==> src/rtl/dx_issue_ctrl_pkg.sv <==
// rtl/dx_issue_ctrl_pkg.sv - shared opcodes, FSM encoding and mult/div decode for the D/X issue controller
package dx_issue_ctrl_pkg;

  localparam logic [4:0] RTYPE_OP = 5'b00000;
  localparam logic [4:0] ALU_MULT = 5'b00110;
  localparam logic [4:0] ALU_DIV  = 5'b00111;

  localparam int MAX_CYCLES_DEF = 40;

  typedef enum logic [1:0] {
    IDLE  = 2'd0,
    ISSUE = 2'd1,
    WAIT  = 2'd2
  } md_state_t;

  // opcode is ir[31:27], aluop is ir[6:2]
  function automatic logic is_md(input logic valid, input logic [4:0] opcode, input logic [4:0] aluop);
    return valid && (opcode == RTYPE_OP) && ((aluop == ALU_MULT) || (aluop == ALU_DIV));
  endfunction

endpackage

==> src/rtl/md_issue_fsm.sv <==
// rtl/md_issue_fsm.sv - mult/div issue FSM with watchdog counter, start pulse, stall and timeout
module md_issue_fsm
  import dx_issue_ctrl_pkg::*;
#(
  parameter int MAX_CYCLES = MAX_CYCLES_DEF,
  parameter int CNT_W      = 6
) (
  input  logic clock,
  input  logic reset,
  input  logic load_md,
  input  logic data_ready,
  output logic start_op,
  output logic stall,
  output logic timeout
);

  localparam logic [CNT_W-1:0] LIMIT = CNT_W'(MAX_CYCLES - 1);

  md_state_t        state;
  logic [CNT_W-1:0] count;
  logic             at_limit;
  logic             done;

  assign at_limit = (count == LIMIT);
  assign done     = data_ready | at_limit;

  // ready is only trusted in WAIT; in ISSUE it may still belong to the previous op
  always_comb begin
    stall   = 1'b0;
    timeout = 1'b0;
    case (state)
      ISSUE: stall = 1'b1;
      WAIT: begin
        stall   = ~done;
        timeout = at_limit & ~data_ready;
      end
      default: ;
    endcase
  end

  always_ff @(posedge clock) begin
    if (reset) begin
      state    <= IDLE;
      count    <= '0;
      start_op <= 1'b0;
    end else begin
      case (state)
        IDLE: begin
          count <= '0;
          if (load_md) begin
            state    <= ISSUE;
            start_op <= 1'b1;
          end
        end
        ISSUE: begin
          state    <= WAIT;
          count    <= '0;
          start_op <= 1'b0;
        end
        WAIT: begin
          if (done) begin
            count    <= '0;
            state    <= load_md ? ISSUE : IDLE;
            start_op <= load_md;
          end else if (!at_limit) begin
            count <= count + 1'b1;
          end
        end
        default: begin
          state    <= IDLE;
          count    <= '0;
          start_op <= 1'b0;
        end
      endcase
    end
  end

endmodule

==> src/rtl/dx_issue_ctrl.sv <==
// rtl/dx_issue_ctrl.sv - D/X pipeline register with mult/div issue control and result qualification
module dx_issue_ctrl
  import dx_issue_ctrl_pkg::*;
#(
  parameter int WIDTH      = 32,
  parameter int MAX_CYCLES = MAX_CYCLES_DEF,
  parameter int CNT_W      = 6
) (
  input  logic             clock,
  input  logic             reset,
  input  logic [WIDTH-1:0] d_ir,
  input  logic [WIDTH-1:0] d_regA,
  input  logic [WIDTH-1:0] d_regB,
  input  logic [WIDTH-1:0] d_pc,
  input  logic             d_valid,
  input  logic             flush,
  input  logic             x_data_ready,
  output logic [WIDTH-1:0] x_ir,
  output logic [WIDTH-1:0] x_regA,
  output logic [WIDTH-1:0] x_regB,
  output logic [WIDTH-1:0] x_pc,
  output logic             x_valid,
  output logic             x_startOp,
  output logic             stall,
  output logic             xm_valid,
  output logic             x_timeout
);

  logic load_md;

  // a flushed slot becomes a bubble, so it must never start a mult/div
  assign load_md = ~flush & is_md(d_valid, d_ir[31:27], d_ir[6:2]);

  always_ff @(posedge clock) begin
    if (reset) begin
      x_ir    <= '0;
      x_regA  <= '0;
      x_regB  <= '0;
      x_pc    <= '0;
      x_valid <= 1'b0;
    end else if (!stall) begin
      if (flush) begin
        x_ir    <= '0;
        x_regA  <= '0;
        x_regB  <= '0;
        x_pc    <= '0;
        x_valid <= 1'b0;
      end else begin
        x_ir    <= d_ir;
        x_regA  <= d_regA;
        x_regB  <= d_regB;
        x_pc    <= d_pc;
        x_valid <= d_valid;
      end
    end
  end

  assign xm_valid = x_valid & ~stall;

  md_issue_fsm #(
    .MAX_CYCLES (MAX_CYCLES),
    .CNT_W      (CNT_W)
  ) u_md_issue_fsm (
    .clock      (clock),
    .reset      (reset),
    .load_md    (load_md),
    .data_ready (x_data_ready),
    .start_op   (x_startOp),
    .stall      (stall),
    .timeout    (x_timeout)
  );

endmodule

==> config.mk <==
export PLATFORM = sky130hd
export DESIGN_NAME = dx_issue_ctrl
export DESIGN_NICKNAME = d
export VERILOG_FILES = /design/src/rtl/dx_issue_ctrl_pkg.sv /design/src/rtl/md_issue_fsm.sv /design/src/rtl/dx_issue_ctrl.sv
export SDC_FILE = /design/constraint.sdc
export NUM_CORES = 1
export LEC_CHECK = 0
export BUFFER_PORTS_ARGS = -buffer_cell sky130_fd_sc_hd__buf_2
export CAP_MARGIN = 10
export CORE_MARGIN = 2
export CORE_UTILIZATION = 42
export DETAILED_ROUTE_END_ITERATION = 10
export PLACE_DENSITY = 0.84
export SLEW_MARGIN = 20
export SYNTH_ARGS = -nofsm -noshare
export SYNTH_HDL_FRONTEND = slang
export SYNTH_HIERARCHICAL = 1
export SYNTH_SLANG_ARGS = --single-unit
==> constraint.sdc <==
create_clock -name clock -period 2.2 [get_ports clock]
set_clock_uncertainty 0.2 [all_clocks]
set_input_delay 0.44 -clock clock [delete_from_list [all_inputs] [get_ports clock]]
set_output_delay 0.44 -clock clock [all_outputs]
set_load 0.02 [all_outputs]
==> impl_metrics.yaml, run 1 <==
power:
  power.leakage_nw: 4.076
  ir_worst_vdd_v: 0.0004588
  power_density_nw_per_um2: 684.2
sta:
  tightest_slew_ns: 0.8910
  rsz0062_at_grt: "true"
  maxSlewViolCount: 0
  slew_headroom_pct: 40.60
  whs_ns: 0.1541
  period_share_pct: 117.1
  timing.setup.tns_ns: -30.61
  period_minus_slack_ns: 2.577
  setup_ws_ns: -0.3769
  hold_viol: 0
  fmax_ghz: 0.3881
  finalSetupViolations: 128
setup_path:
  endpoint: "stall"
  crit_path_start_kind: "flip-flop"
  path_class: "reg2out"
  cp-startpoint: "u_md_issue_fsm/count[4]"
  cp-end-kind: "output pin"
  crit_slowest_cell: "or3b_4"
  worstPathArrival_ns: 1.94
  reg2reg_from: "u_md_issue_fsm/count[4]"
  required_ns: 1.56
  cpPeakStageDelay_ns: 0.39
  critPathMaxFanout: 3
  rrSetupSlack_ns: -0.33
  path_cells: "or3b_4 > or2_4 > a21oi_4 > nor2b_4 > buf_6 > buf_6 > buf_6"
  cp_common_cell: "buf_6"
  r2r-end: "x_pc[28]"
  reg2reg_depth: 10
placement:
  portBuffers: 265
  pre_cts_slack_ns: -0.1394
  dp.cells: 1052
  dpl.hpwl_um: 10310
  place.gp.congestion: 0.8110
drt:
  wl_per_cell_um: 16.43
  drc: 0
  dr.first_iter.drc_count: 282
  wl_um: 18530
  dr.pass1.iters: 4
  ant_nets: 0
  vias: 5807
  vias_per_cell: 5.148
clock_tree:
  tritoncts: "yes"
  htree_levels: 4
  cts-buffers-inserted: 17
  clock_sinks: 138
  clockBufferDepth: 2
  ctsHoldBuffers: 0
  cts_root_buffer: "clkbuf_16"
  clkSlewWorstSetupHoldPaths_ns: 0.06
  clock_latency_ns: 0.41
yosys:
  synth_flop_cell: "dfxtp_1"
  syn-instance-count: 633
  synth_warnings: 6
  yosys.cell_types.count: 32
  ys_ff_latch: 138
  synthesis.nets: 772
  syn_area_per_cell_um2: 9.000
  syn_area_um2: 5697
  synth-edff-count: 0
  yosysSeqAreaShare_pct: 48.50
  async_reset_ff_share_pct: 0
layout:
  final_cell_mix: "261 x buf_2, 136 x dfxtp_1, 126 x nand2_1"
  final_cells: 1128
  diodes: 0
  final_util_pct: 69.72
  layout-drive-gt1-share_pct: 57.25
  nNetsFinal: 1079
  syn2layout_area_growth_pct: 62.07
  mostFrequentLayoutCell: "buf_2"
run_status:
  status: "complete, but fails checks"
  violations: "setup timing"
grt:
  grt_pass1_wl_um: 27340
  grt.total_usage_pct: 23.79
  grt_antenna_before_repair: 0
  overflow: 0
  grt_pass1_vias: 5484
  grt_max_degree: 130
floorplan:
  std_cell_rows: 42
  pin_count: 266
  die_h_um: 120.5
  die-area_um2: 14510
  coreArea_um2: 13240
  start_util_pct: 43.02
  die_x_um: 120.5
run:
  cap_viol_max_count: 0
min_path:
  hold_class: "in2reg"
  min_delay_path_depth: 3
## sequential cells by signal, summed over array words and instances (netlist names)
| signal | cells |
|---|---|
| x_ir | 32 |
| x_pc | 32 |
| x_regA | 32 |
| x_regB | 32 |
| u_md_issue_fsm/count | 6 |
| u_md_issue_fsm/state | 2 |
| u_md_issue_fsm/start_op | 1 |
| x_valid | 1 |
## stage by stage
stage          power [mW]  area [um^2]
3_3_place_gp        3.290         7320
4_1_cts             6.291         8840
2_1_floorplan       3.039         5723
5_1_grt             6.536         9233
3_5_place_dp        3.299         7320
6_report            6.317         9233
## cell type report
class / count / area, um^2
clock buffer: 23 / 498.0
clock inverter: 8 / 115.1
fill: 934 / 4010
inverter: 2 / 7.507
multi-input combinational: 436 / 3162
sequential: 138 / 2765
tap: 176 / 220.2
timing repair buffer: 345 / 2465
## where the power goes
group	switching, mW	leakage [nW]	internal (mW)
clock network	1.03	0.309	1.92
registers	0.0511	1.13	2.60
logic	0.369	2.63	0.346
## logic make-up after synthesis
kind of cell / synth area share [%]
AND/OR/NAND/NOR: 31.67
flip-flops: 48.50
AO/OA/AOI/OAI: 12.50
buffers and inverters: 5.403
adder cells (fa/ha/maj): 1.318
XOR/XNOR: 0.6151
## worst max-delay path, delay by kind of cell, from the launching register on
kind                   cells  cell delay [ns]
and+or+nand+nor            3             0.72
AOI/OAI and AO/OA          1             0.14
DFF                        1             0.32
buffers and inverters      3             0.35
## how the worst min path moves through the flow
stage	slack [ns]	startpoint	end
floorplan	0.21	u_md_issue_fsm/count[0]	u_md_issue_fsm/count[0]
global placement	0.23	u_md_issue_fsm/count[0]	u_md_issue_fsm/count[0]
detailed placement	0.23	u_md_issue_fsm/count[0]	u_md_issue_fsm/count[0]
CTS	0.13	d_regA[26]	x_regA[26]
global route	0.14	d_ir[1]	x_ir[1]
finish	0.15	d_ir[14]	x_ir[14]
## metal layers
layer  vias to the layer above  track usage, %  share of wire [%]
met5                         -               0                  0
met4                         0           9.520                2.3
met3                        36           7.877                7.1
met2                       229           42.02                 51
met1                      2753           26.22                 40
li1                       2789               -                  -
## what timing repair did
item / 4_1_cts / 5_1_grt
cloned: 12 / 4
gates resized for setup: 112 / 113
pin swaps: 75 / 58
setup endpoints to repair: 113 / 132
buffers inserted: 28 / 9
## cell usage after synthesis (2+ instances only)
library cell,instances,area (um^2)
a21oi_1,131,655.6
a21oi_2,3,26.28
or3b_2,29,254.0
ha_1,6,75.07
nand2b_1,2,12.51
or3b_1,100,875.8
nor2b_1,3,18.77
o31ai_1,2,15.01
nor2_1,6,22.52
dfxtp_1,138,2763
clkbuf_2,3,15.01
xnor2_1,2,17.52
inv_1,2,7.510
buf_6,8,90.09
xor2_1,2,17.52
clkbuf_1,30,112.6
and3_1,3,18.77
nor3_1,3,15.01
buf_2,15,75.07
nand2_1,131,491.7
nand3_1,3,15.01
Power figures use the tool's default switching activity.
==> run 2: changes to the inputs <==
--- a/config.mk
+++ b/config.mk
@@ -16,3 +16,4 @@
 export SYNTH_HDL_FRONTEND = slang
 export SYNTH_HIERARCHICAL = 1
 export SYNTH_SLANG_ARGS = --single-unit
+export TNS_END_PERCENT = 50
==> run 2 against run 1 <==
Against the previous run:
- combinational power decreased by 8.5%
- critical path depth rose by 2
- clock-buffer cell count shrank 1
- global-route usage shrank 2.2 points
- highest routed layer unchanged
- the run still ends with setup timing left
- largest cell class unchanged
- maximum frequency is 0.15% lower
- utilization fell by 5.6 points
- largest power group unchanged
- non-clock buffer count decreased by 34
- via count down 5.4%
- setup slack worse by 0.0040 ns
- flip-flop and latch count stayed put
- critical endpoint is now x_ir[17]
==> impl_metrics.yaml, run 2 (synthesized netlist as in run 1, its figures left out) <==
run_status:
  status: "complete, but fails checks"
  violations: "setup timing"
min_path:
  hold_start: "d_pc[29]"
  min_delay_path_depth: 3
  holdPathEnd: "x_pc[29]"
  hold_class: "in2reg"
layout:
  layout-drive-gt1-share_pct: 49.73
  diodes: 0
  nNetsFinal: 1045
  syn2layout_area_growth_pct: 49.11
  final_cells: 1095
  final_cell_mix: "261 x buf_2, 136 x dfxtp_1, 131 x nand2_1"
  mostFrequentLayoutCell: "buf_2"
grt:
  grt_pass1_vias: 5072
  grt.total_usage_pct: 21.58
  grt_pass1_wl_um: 24980
  overflow: 0
  grt_antenna_before_repair: 0
  grt_max_degree: 130
clock_tree:
  clock_latency_ns: 0.41
  clock_sinks: 138
  clkSlewWorstSetupHoldPaths_ns: 0.06
  cts-buffers-inserted: 17
  cts_root_buffer: "clkbuf_16"
  clockBufferDepth: 2
  tritoncts: "yes"
  ctsHoldBuffers: 0
  htree_levels: 4
drt:
  vias: 5495
  dr.first_iter.drc_count: 249
  vias_per_cell: 5.018
  wl_um: 16650
  dr.pass1.iters: 4
  drc: 0
  wl_per_cell_um: 15.21
  ant_nets: 0
sta:
  hold_viol: 0
  period_share_pct: 117.3
  timing.setup.tns_ns: -27.83
  period_minus_slack_ns: 2.581
  setup_ws_ns: -0.3809
  fmax_ghz: 0.3875
  slew_headroom_pct: 24.10
  maxSlewViolCount: 0
  rsz0062_at_grt: "true"
  tightest_slew_ns: 1.138
  finalSetupViolations: 132
setup_path:
  reg2reg_depth: 9
  worstPathArrival_ns: 2.72
  rrSetupSlack_ns: -0.38
  critPathMaxFanout: 10
  r2r-end: "x_ir[17]"
  cp-end-kind: "flip-flop"
  path_class: "reg2reg"
  reg2reg_from: "u_md_issue_fsm/count[3]"
  crit_path_start_kind: "flip-flop"
  required_ns: 2.34
power:
  internal_power_mw: 4.810
  total_power_mw: 6.264
  power_density_nw_per_um2: 737.4
  power.leakage_nw: 3.766
  ir_worst_vdd_v: 0.0006714
  p_clk_share_pct: 47.3
  combPwrFrac_pct: 10.4
  switchingPower_mw: 1.454
  power_frac_seq_pct: 42.3
  p_sw_share_pct: 23.21
placement:
  dpl.hpwl_um: 10750
  portBuffers: 265
  place.gp.congestion: 0.8046
  dp.cells: 1052
  pre_cts_slack_ns: -0.1433
floorplan:
  start_util_pct: 43.02
  pin_count: 266
  die-area_um2: 14510
  coreArea_um2: 13240
  std_cell_rows: 42
  die_x_um: 120.5
  die_h_um: 120.5
run:
  cap_viol_max_count: 0
-- run 2: layer usage --
metal  track usage, %  share of wire, %  vias up
li1                 -                 -     2735
met1            24.90                40     2537
met2            37.71                51      190
met3            6.509               6.1       33
met4            7.703               2.2        0
met5                0                 0        -
-- run 2: area by class of cell --
type / count / area [um^2]
Timing Repair Buffer: 311 / 1937
Sequential cell: 138 / 2765
Tap cell: 176 / 220.2
Fill cell: 1072 / 4748
Clock inverter: 10 / 138.9
Multi-Input combinational cell: 436 / 2942
Clock buffer: 22 / 484.2
Inverter: 2 / 7.507
-- run 2: stage by stage --
step                hold WS, ns  utilization (%)  cell area (um^2)
detailed placement       0.2481            55.56              7357
global route             0.1442            64.14              8494
finish                   0.1624            64.14              8494
CTS                      0.1443            62.20              8237
floorplan                0.2121                -              5723
global placement         0.2433            55.56              7357
-- run 2: worst max-delay path: stages, from the launching register on --
cell	delay, ns
dfxtp_1	0.31
or3b_4	0.40
or2_4	0.25
a21oi_4	0.14
nor2b_4	0.08
buf_4	0.16
buf_12	0.12
bufbuf_16	0.27
or3b_2	0.47
a21oi_2	0.12
-- run 2: worst max-delay path by stage --
stage                                  startpoint         to  slack (ns)  cells after the start
after CTS                 u_md_issue_fsm/count[3]   xm_valid       -0.42                      7
after global routing      u_md_issue_fsm/count[5]   xm_valid       -0.42                      7
after global placement    u_md_issue_fsm/count[4]  x_regA[6]       -0.07                      8
after floorplan           u_md_issue_fsm/count[4]   xm_valid       -0.23                      8
after detailed placement  u_md_issue_fsm/count[4]   x_ir[13]       -0.14                      8
final                     u_md_issue_fsm/count[3]   x_ir[17]       -0.38                      9
-- run 2: what timing repair did --
action / CTS / global route
buffers inserted: 7 / 1
setup endpoints to repair: 128 / 132
gates resized for setup: 21 / 81
pin swaps: 72 / 33
cloned: 4 / 0
-- run 2: power by group through the flow --
stage | clock network [mW] | registers, mW | logic (mW)
after floorplan | 0 | 2.82 | 0.224
after global placement | 0 | 2.70 | 0.588
after detailed placement | 0 | 2.70 | 0.599
after CTS | 3.01 | 2.65 | 0.608
after global routing | 3.12 | 2.66 | 0.704
final | 2.96 | 2.65 | 0.654
==> run 3: changes to the inputs <==
--- a/config.mk
+++ b/config.mk
@@ -11,6 +11,7 @@
 export CORE_UTILIZATION = 42
 export DETAILED_ROUTE_END_ITERATION = 10
 export PLACE_DENSITY = 0.84
+export RECOVER_POWER = 50
 export SLEW_MARGIN = 20
 export SYNTH_ARGS = -nofsm -noshare
 export SYNTH_HDL_FRONTEND = slang
==> run 3 against run 2 <==
Against the previous run:
- the flow still finishes with violations (setup timing)
- register-to-register slack about the same
- sequential share of layout area increased by 0.34 points
- design area decreased by 1.0%
- largest power group unchanged
==> impl_metrics.yaml, run 3 (synthesized netlist as in run 1, its figures left out) <==
run_status:
  status: "complete, but fails checks"
  violations: "setup timing"
floorplan:
  die_x_um: 120.5
  die-area_um2: 14510
  pin_count: 266
  start_util_pct: 43.02
  coreArea_um2: 13240
  std_cell_rows: 42
  die_h_um: 120.5
setup_path:
  path_class: "reg2reg"
  cp-startpoint: "u_md_issue_fsm/count[3]"
  cpPeakStageDelay_ns: 0.47
  reg2reg_depth: 9
  cp-end-kind: "flip-flop"
  crit_slowest_cell: "or3b_2"
  reg2reg_from: "u_md_issue_fsm/count[3]"
  worstPathArrival_ns: 2.72
  endpoint: "x_ir[17]"
  required_ns: 2.34
  path_depth: 9
  worst-path-buf-inv: 3
  critPathTopFamily: "simple AND/OR/NAND/NOR gates"
  rrSetupSlack_ns: -0.38
  critPathMaxFanout: 10
  crit_path_start_kind: "flip-flop"
  r2r-end: "x_ir[17]"
  path_cells: "or3b_4 > or2_4 > a21oi_4 > nor2b_4 > buf_4 > buf_12 > bufbuf_16 > or3b_2 > a21oi_2"
layout:
  nNetsFinal: 1045
  nFillCells: 1103
  layout-drive-gt1-share_pct: 42.33
  postLayoutCellArea_um2: 8407
  final_util_pct: 63.48
  mostFrequentLayoutCell: "buf_2"
  diodes: 0
  final_cell_mix: "194 x buf_2, 136 x dfxtp_1, 131 x nand2_1"
  multiInputGateArea_um2: 2942
  seqCellArea_um2: 2765
  syn2layout_area_growth_pct: 47.57
sta:
  hold_viol: 0
  period_minus_slack_ns: 2.578
  finalSetupViolations: 132
  setup_ws_ns: -0.3777
  rsz0062_at_grt: "true"
  timing.setup.tns_ns: -27.65
  fmax_ghz: 0.3879
  tightest_slew_ns: 1.138
  period_share_pct: 117.2
  maxSlewViolCount: 0
  slew_headroom_pct: 24.11
grt:
  grt_max_degree: 130
  grt_antenna_before_repair: 0
  grt_pass1_vias: 5072
  grt.total_usage_pct: 21.58
  grt_pass1_wl_um: 24980
  overflow: 0
clock_tree:
  clock_sinks: 138
  clkSlewWorstSetupHoldPaths_ns: 0.06
  cts-buffers-inserted: 17
  clockBufferDepth: 2
  cts_root_buffer: "clkbuf_16"
  htree_levels: 4
  ctsHoldBuffers: 0
  tritoncts: "yes"
  clock_latency_ns: 0.41
power:
  ir_worst_vdd_v: 0.0006761
  power_density_nw_per_um2: 743.8
  power.leakage_nw: 3.493
placement:
  place.gp.congestion: 0.8046
  pre_cts_slack_ns: -0.1433
  portBuffers: 265
  dpl.hpwl_um: 10750
  placed_cell_area_um2: 7357
drt:
  wl_um: 16710
  dr.pass1.iters: 4
  vias: 5492
  ant_nets: 0
  wl_per_cell_um: 15.26
  drc: 0
  vias_per_cell: 5.016
  dr.first_iter.drc_count: 263
run:
  cap_viol_max_count: 0
min_path:
  hold_class: "in2reg"
==> run 3: cell count changes in the layout (fill, tap and decap cells not counted) <==
cell / delta
buf_2: -67
clkbuf_1: +68
buf_4: -1
==> run 3: where the power goes <==
group | total [mW] | switching (mW) | internal (mW)
Clock | 2.96 | 1.06 | 1.91
Sequential | 2.65 | 0.0512 | 2.60
Combinational | 0.641 | 0.349 | 0.292
==> run 3: what timing repair did <==
| action | in CTS | in global routing |
|---|---|---|
| pin swaps | 72 | 33 |
| setup buffers | 7 | 1 |
| gates cloned | 4 | 0 |
| setup endpoints to repair | 128 | 132 |
| resized for setup | 21 | 81 |
==> run 3: cell type report <==
class,instances,share of cell area (%)
Sequential cell,138,32.89
Clock inverter,10,1.652
Clock buffer,22,5.760
Tap cell,176,2.619
Multi-Input combinational cell,436,34.99
Timing Repair Buffer,311,22.00
Inverter,2,0.08930
==> run 3: worst min-delay path by stage <==
stage	from	endpoint	slack [ns]	depth (start not counted)
detailed placement	x_pc[20]	x_pc[20]	0.25	2
floorplan	u_md_issue_fsm/count[0]	u_md_issue_fsm/count[0]	0.21	1
finish	d_pc[29]	x_pc[29]	0.16	3
global placement	x_pc[29]	x_pc[29]	0.24	2
global route	d_regA[10]	x_regA[10]	0.14	3
CTS	d_pc[29]	x_pc[29]	0.14	3
==> run 3: worst register-to-register path: cells and delay by family (launching register included) <==
kind	cells	cell delay [ns]
and+or+nand+nor	4	1.20
buffers and inverters	3	0.55
DFF	1	0.31
AOI/OAI and AO/OA	2	0.26
==> run 3: routing by layer <==
metal	share of wire, %	wire, um	global-route usage, %
met1	41	6851	24.90
met2	51	8533	37.71
met3	5.8	967	6.509
met4	2.2	360	7.703
met5	0	0	0
==> run 3: per-stage QoR <==
stage          total power, mW  std cells  hold slack (ns)
6_report                 6.253       1095           0.1633
5_1_grt                  6.468       1095           0.1442
4_1_cts                  6.265       1095           0.1443
3_5_place_dp             3.298       1052           0.2481
3_3_place_gp             3.283       1052           0.2433
2_1_floorplan            3.040        633           0.2121
